[src/rtl/demux_stream_pkg.sv]
// Shared encodings and default sizes for the demux_stream 1-to-2 stream demultiplexer.
package demux_stream_pkg;

    localparam logic SEL_A = 1'b1;
    localparam logic SEL_B = 1'b0;

    localparam int DEFAULT_WIDTH = 32;
    localparam int DEFAULT_CNT_W = 16;

    typedef enum logic {
        EMPTY = 1'b0,
        FULL  = 1'b1
    } slot_state_e;

endpackage

[src/rtl/demux_slot.sv]
// One-entry output holding register for demux_stream. It loads a beat, holds it until the
// consumer takes it, and reports when it can accept a new beat at the next edge.
module demux_slot
    import demux_stream_pkg::*;
#(
    parameter int WIDTH = DEFAULT_WIDTH
) (
    input  logic             Clock,
    input  logic             Reset,
    input  logic             load,
    input  logic [WIDTH-1:0] load_data,
    input  logic             out_ready,
    output logic             out_valid,
    output logic [WIDTH-1:0] out_data,
    output logic             free
);

    slot_state_e      state_q, state_d;
    logic [WIDTH-1:0] data_q, data_d;
    logic             drain;

    // A load in the same cycle as a drain keeps the slot FULL with the new beat.
    always_comb begin
        state_d = state_q;
        data_d  = data_q;
        drain   = (state_q == FULL) && out_ready;
        free    = (state_q == EMPTY) || drain;
        if (load) begin
            state_d = FULL;
            data_d  = load_data;
        end else if (drain) begin
            state_d = EMPTY;
        end
    end

    always_ff @(posedge Clock or posedge Reset) begin
        if (Reset) begin
            state_q <= EMPTY;
            data_q  <= '0;
        end else begin
            state_q <= state_d;
            data_q  <= data_d;
        end
    end

    assign out_valid = (state_q == FULL);
    assign out_data  = data_q;

endmodule

[src/rtl/demux_stream.sv]
// Registered 1-to-2 stream demultiplexer: InSelector = 1 routes a beat to A, 0 to B.
// Define DEMUX_COUNT_EN to add per-output handshake counters ACount/BCount.
module demux_stream
    import demux_stream_pkg::*;
#(
    parameter int WIDTH = DEFAULT_WIDTH,
    parameter int CNT_W = DEFAULT_CNT_W
) (
    input  logic             Clock,
    input  logic             Reset,
    input  logic             InValid,
    output logic             InReady,
    input  logic             InSelector,
    input  logic [WIDTH-1:0] InData,
    output logic             AValid,
    input  logic             AReady,
    output logic [WIDTH-1:0] AData,
    output logic             BValid,
    input  logic             BReady,
    output logic [WIDTH-1:0] BData
`ifdef DEMUX_COUNT_EN
    ,
    output logic [CNT_W-1:0] ACount,
    output logic [CNT_W-1:0] BCount
`endif
);

    logic a_free;
    logic b_free;
    logic accept;
    logic a_load;
    logic b_load;

    // Only the targeted slot gates InReady, so a stalled slot never blocks the other one.
    always_comb begin
        InReady = (InSelector == SEL_A) ? a_free : b_free;
        accept  = InValid && InReady;
        a_load  = accept && (InSelector == SEL_A);
        b_load  = accept && (InSelector == SEL_B);
    end

    demux_slot #(.WIDTH(WIDTH)) u_slot_a (
        .Clock     (Clock),
        .Reset     (Reset),
        .load      (a_load),
        .load_data (InData),
        .out_ready (AReady),
        .out_valid (AValid),
        .out_data  (AData),
        .free      (a_free)
    );

    demux_slot #(.WIDTH(WIDTH)) u_slot_b (
        .Clock     (Clock),
        .Reset     (Reset),
        .load      (b_load),
        .load_data (InData),
        .out_ready (BReady),
        .out_valid (BValid),
        .out_data  (BData),
        .free      (b_free)
    );

`ifdef DEMUX_COUNT_EN
    logic [CNT_W-1:0] a_count_q, a_count_d;
    logic [CNT_W-1:0] b_count_q, b_count_d;

    // Counters wrap naturally at 2**CNT_W.
    always_comb begin
        a_count_d = a_count_q;
        b_count_d = b_count_q;
        if (AValid && AReady) begin
            a_count_d = a_count_q + 1'b1;
        end
        if (BValid && BReady) begin
            b_count_d = b_count_q + 1'b1;
        end
    end

    always_ff @(posedge Clock or posedge Reset) begin
        if (Reset) begin
            a_count_q <= '0;
            b_count_q <= '0;
        end else begin
            a_count_q <= a_count_d;
            b_count_q <= b_count_d;
        end
    end

    assign ACount = a_count_q;
    assign BCount = b_count_q;
`endif

endmodule

[config.mk]
export PLATFORM = sky130hd
export DESIGN_NAME = demux_stream
export DESIGN_NICKNAME = d
export VERILOG_FILES = /design/src/rtl/demux_stream_pkg.sv /design/src/rtl/demux_slot.sv /design/src/rtl/demux_stream.sv
export SDC_FILE = /design/constraint.sdc
export NUM_CORES = 1
export LEC_CHECK = 0
export CAP_MARGIN = 30
export CORE_UTILIZATION = 42
export DETAILED_ROUTE_END_ITERATION = 10
export PLACE_DENSITY_LB_ADDON = 0.2
export SYNTH_ARGS = -nofsm -noshare
export SYNTH_HDL_FRONTEND = slang
export SYNTH_SLANG_ARGS = --single-unit
[constraint.sdc]
create_clock -name Clock -period 4.45 [get_ports Clock]
set_clock_uncertainty 0.05 [all_clocks]
set_input_delay 0.445 -clock Clock [delete_from_list [all_inputs] [get_ports Clock]]
set_output_delay 0.445 -clock Clock [all_outputs]
set_load 0.01 [all_outputs]
==> summary.txt <==
Outcome -> complete, no violations
Die area -> 6320 um2
TritonCTS Buffers -> 9
Hold buffer count at CTS -> 0
Yosys reg bits -> 66
Gr ovfl total -> 0
Crit share post-route -> 52.1%
Pwr per Cell Area -> 455 nW/um2
Antenna viol nets, final -> 0
DRC violations left -> 0
Slowest CP cell -> clkdlybuf4s50_1
Worst Setup Path Type -> input pin to output port
Crit Path Max Fanout -> 3
Drt initial violations -> 50
WHS Path Cells -> 1
CTS tree -> yes
WL/cell -> 16.1 um
Synth Cell Area -> 2520 um2
CTS sink cnt -> 66
FMAX -> 431 MHz
Most used cell, CP -> clkdlybuf4s50_1
Worst skew pair latency -> 0.32 ns
Synthesized net count -> 185
Non-Filler Instances -> 334
Clk pin slew, worst setup/hold paths -> 0.06 ns
Synth Warn # -> 0
Htree depth -> 3
Slew headroom -> 35.5%
Setup Buffers After CTS -> 0
Placeable Area -> 5640 um2
Cells on worst reg2reg path -> 3
Crit. End Element -> output port
Data arrival time of the worst path -> 1.82 ns
Fin crit period -> 2.32 ns
Startpoint Class -> input pin
Number of max-cap violations -> 0
Worst reg2reg startpoint -> u_slot_a.out_valid
FILL cells -> 446
RSZ-0062 raised after global routing -> false
Share of cells above drive strength 1 -> 31.3%
Hold crit path type -> flip-flop to flip-flop
Hold path endpoint -> u_slot_a.out_data[7]
Final HPWL DP -> 3.73 mm
Die height -> 79.5 um
Synth unique cells -> 15
Final WL -> 5.39 mm
Final hold viol count -> 0
Io pins -> 105
Reg2reg end -> u_slot_a.out_data[22]
Leak pwr -> 1.58 nW
Via count -> 1,607
Largest net degree at the start of global routing -> 42
Fin util -> 67.4%
Initial Util -> 44.7%
Worst hold margin -> 0.439 ns
R2r setup slk -> 2.51 ns
Req. time, crit path -> 3.95 ns
Antenna violations before repair -> 0
Vias in the first global route -> 1,813
Mean post-synth cell area -> 17.2 um2
N_diodes -> 0
Bufs on Longest Clock Path -> 2
Most frequent cells in the layout -> 104 x clkdlybuf4s50_1, 66 x dfrtp_1, 62 x mux2_2
Most common cell after layout, fill and taps aside -> clkdlybuf4s50_1
Global placer's final weighted congestion -> 0.765
WP buf/inv -> 2
Floorplan row count -> 27
Die width -> 79.5 um
Maximum VDD drop -> 0.334 mV
Via density -> 4.81
Critical-path cell list -> clkdlybuf4s50_1 > and2b_1 > a21oi_1 > clkdlybuf4s50_1
Hold_sp -> u_slot_a.out_data[7]
Placed Instances -> 319
Setup TNS Final -> 0 ns
Slew of the pin with the lowest slew margin -> 0.965 ns
Nets -> 296
Post-synthesis cell count -> 147
Final Max Tran Viols -> 0
IO Port Bufs -> 104
PostCTS Resize Cnt -> 0
Cell family with most CP delay -> buffers and inverters
Area Growth Syn to Fin -> 50.6%
First-pass detailed-route iteration total -> 4
Clock Tree Root -> clkbuf_8
First-pass GRT wire length -> 8.88 mm
GRT Total Usage -> 19.0%
Max stage delay on crit path -> 0.55 ns
# setup viols final -> 0
Register area share after synthesis -> 65.4%
[synth_stat cells (all sizes together)]
master	count	share of area, %
a21oi	1	0.20
and2b	1	0.30
buf	4	1.8
clkbuf	2	1.1
dfrtp	66	65
inv	2	0.30
mux2	64	29
nand2	1	0.15
nand2b	1	0.35
nor2	2	0.59
nor3b	1	0.74
o21ai	1	0.20
or2b	1	0.30
[worst reg2reg max path: stages, from the launching register on]
cell and delay (ns):
dfrtp_1 0.38, and2b_1 0.20, nor2_4 0.76, mux2_2 0.44
[report_power, final]
group	total [mW]	internal [mW]	switching (mW)
clock network	0.507	0.301	0.206
registers	0.763	0.708	0.0557
logic	0.460	0.297	0.163
[kinds of logic after synthesis]
kind of cell / synth area share (%)
flip-flops: 65.4
buffers and inverters: 3.17
AND/OR/NAND/NOR: 2.43
AO/OA/AOI/OAI: 0.396
multiplexers: 28.6
[state kept, by name (all words and copies together) (netlist names)]
name,cells
u_slot_b.out_data,32
u_slot_a.out_valid,1
u_slot_a.out_data,32
u_slot_b.out_valid,1
[area by class of cell]
class | instances | area, um2 | share of cell area (%)
Tap cell | 72 | 90.1 | 2.37
Clock inverter | 2 | 35.0 | 0.922
Multi-Input combinational cell | 73 | 792 | 20.8
Clock buffer | 13 | 169 | 4.44
Timing Repair Buffer | 106 | 1060 | 27.8
Inverter | 2 | 7.51 | 0.197
Sequential cell | 66 | 1650 | 43.4
[through the flow]
stage | cell area, um2 | power, mW | worst slack, ns
final | 3800 | 1.73 | 2.13
after global routing | 3800 | 1.81 | 2.05
after CTS | 3800 | 1.75 | 2.12
after detailed placement | 3600 | 1.24 | 1.87
after global placement | 3600 | 1.23 | 1.96
after floorplan | 2520 | 0.953 | 2.30
[worst max path at each step]
stage | start | end | slack (ns) | depth (start not counted)
final | AReady | InReady | 2.13 | 4
after global routing | AReady | InReady | 2.05 | 4
after CTS | AReady | InReady | 2.12 | 4
after detailed placement | InSelector | u_slot_a.out_data[13] | 1.87 | 4
after global placement | InSelector | u_slot_a.out_data[3] | 1.96 | 4
after floorplan | Reset | u_slot_a.out_data[0] | 2.30 | 1
[per-layer routing]
layer  global-route usage [%]  wire length, um  part of all wire [%]
met5                        0                0                     0
met4                     8.73               72                   1.3
met3                     6.86              499                   9.3
met2                     30.9             2590                    48
met1                     22.4             2230                    41
Note: power is estimated with default switching activity, not from simulation.
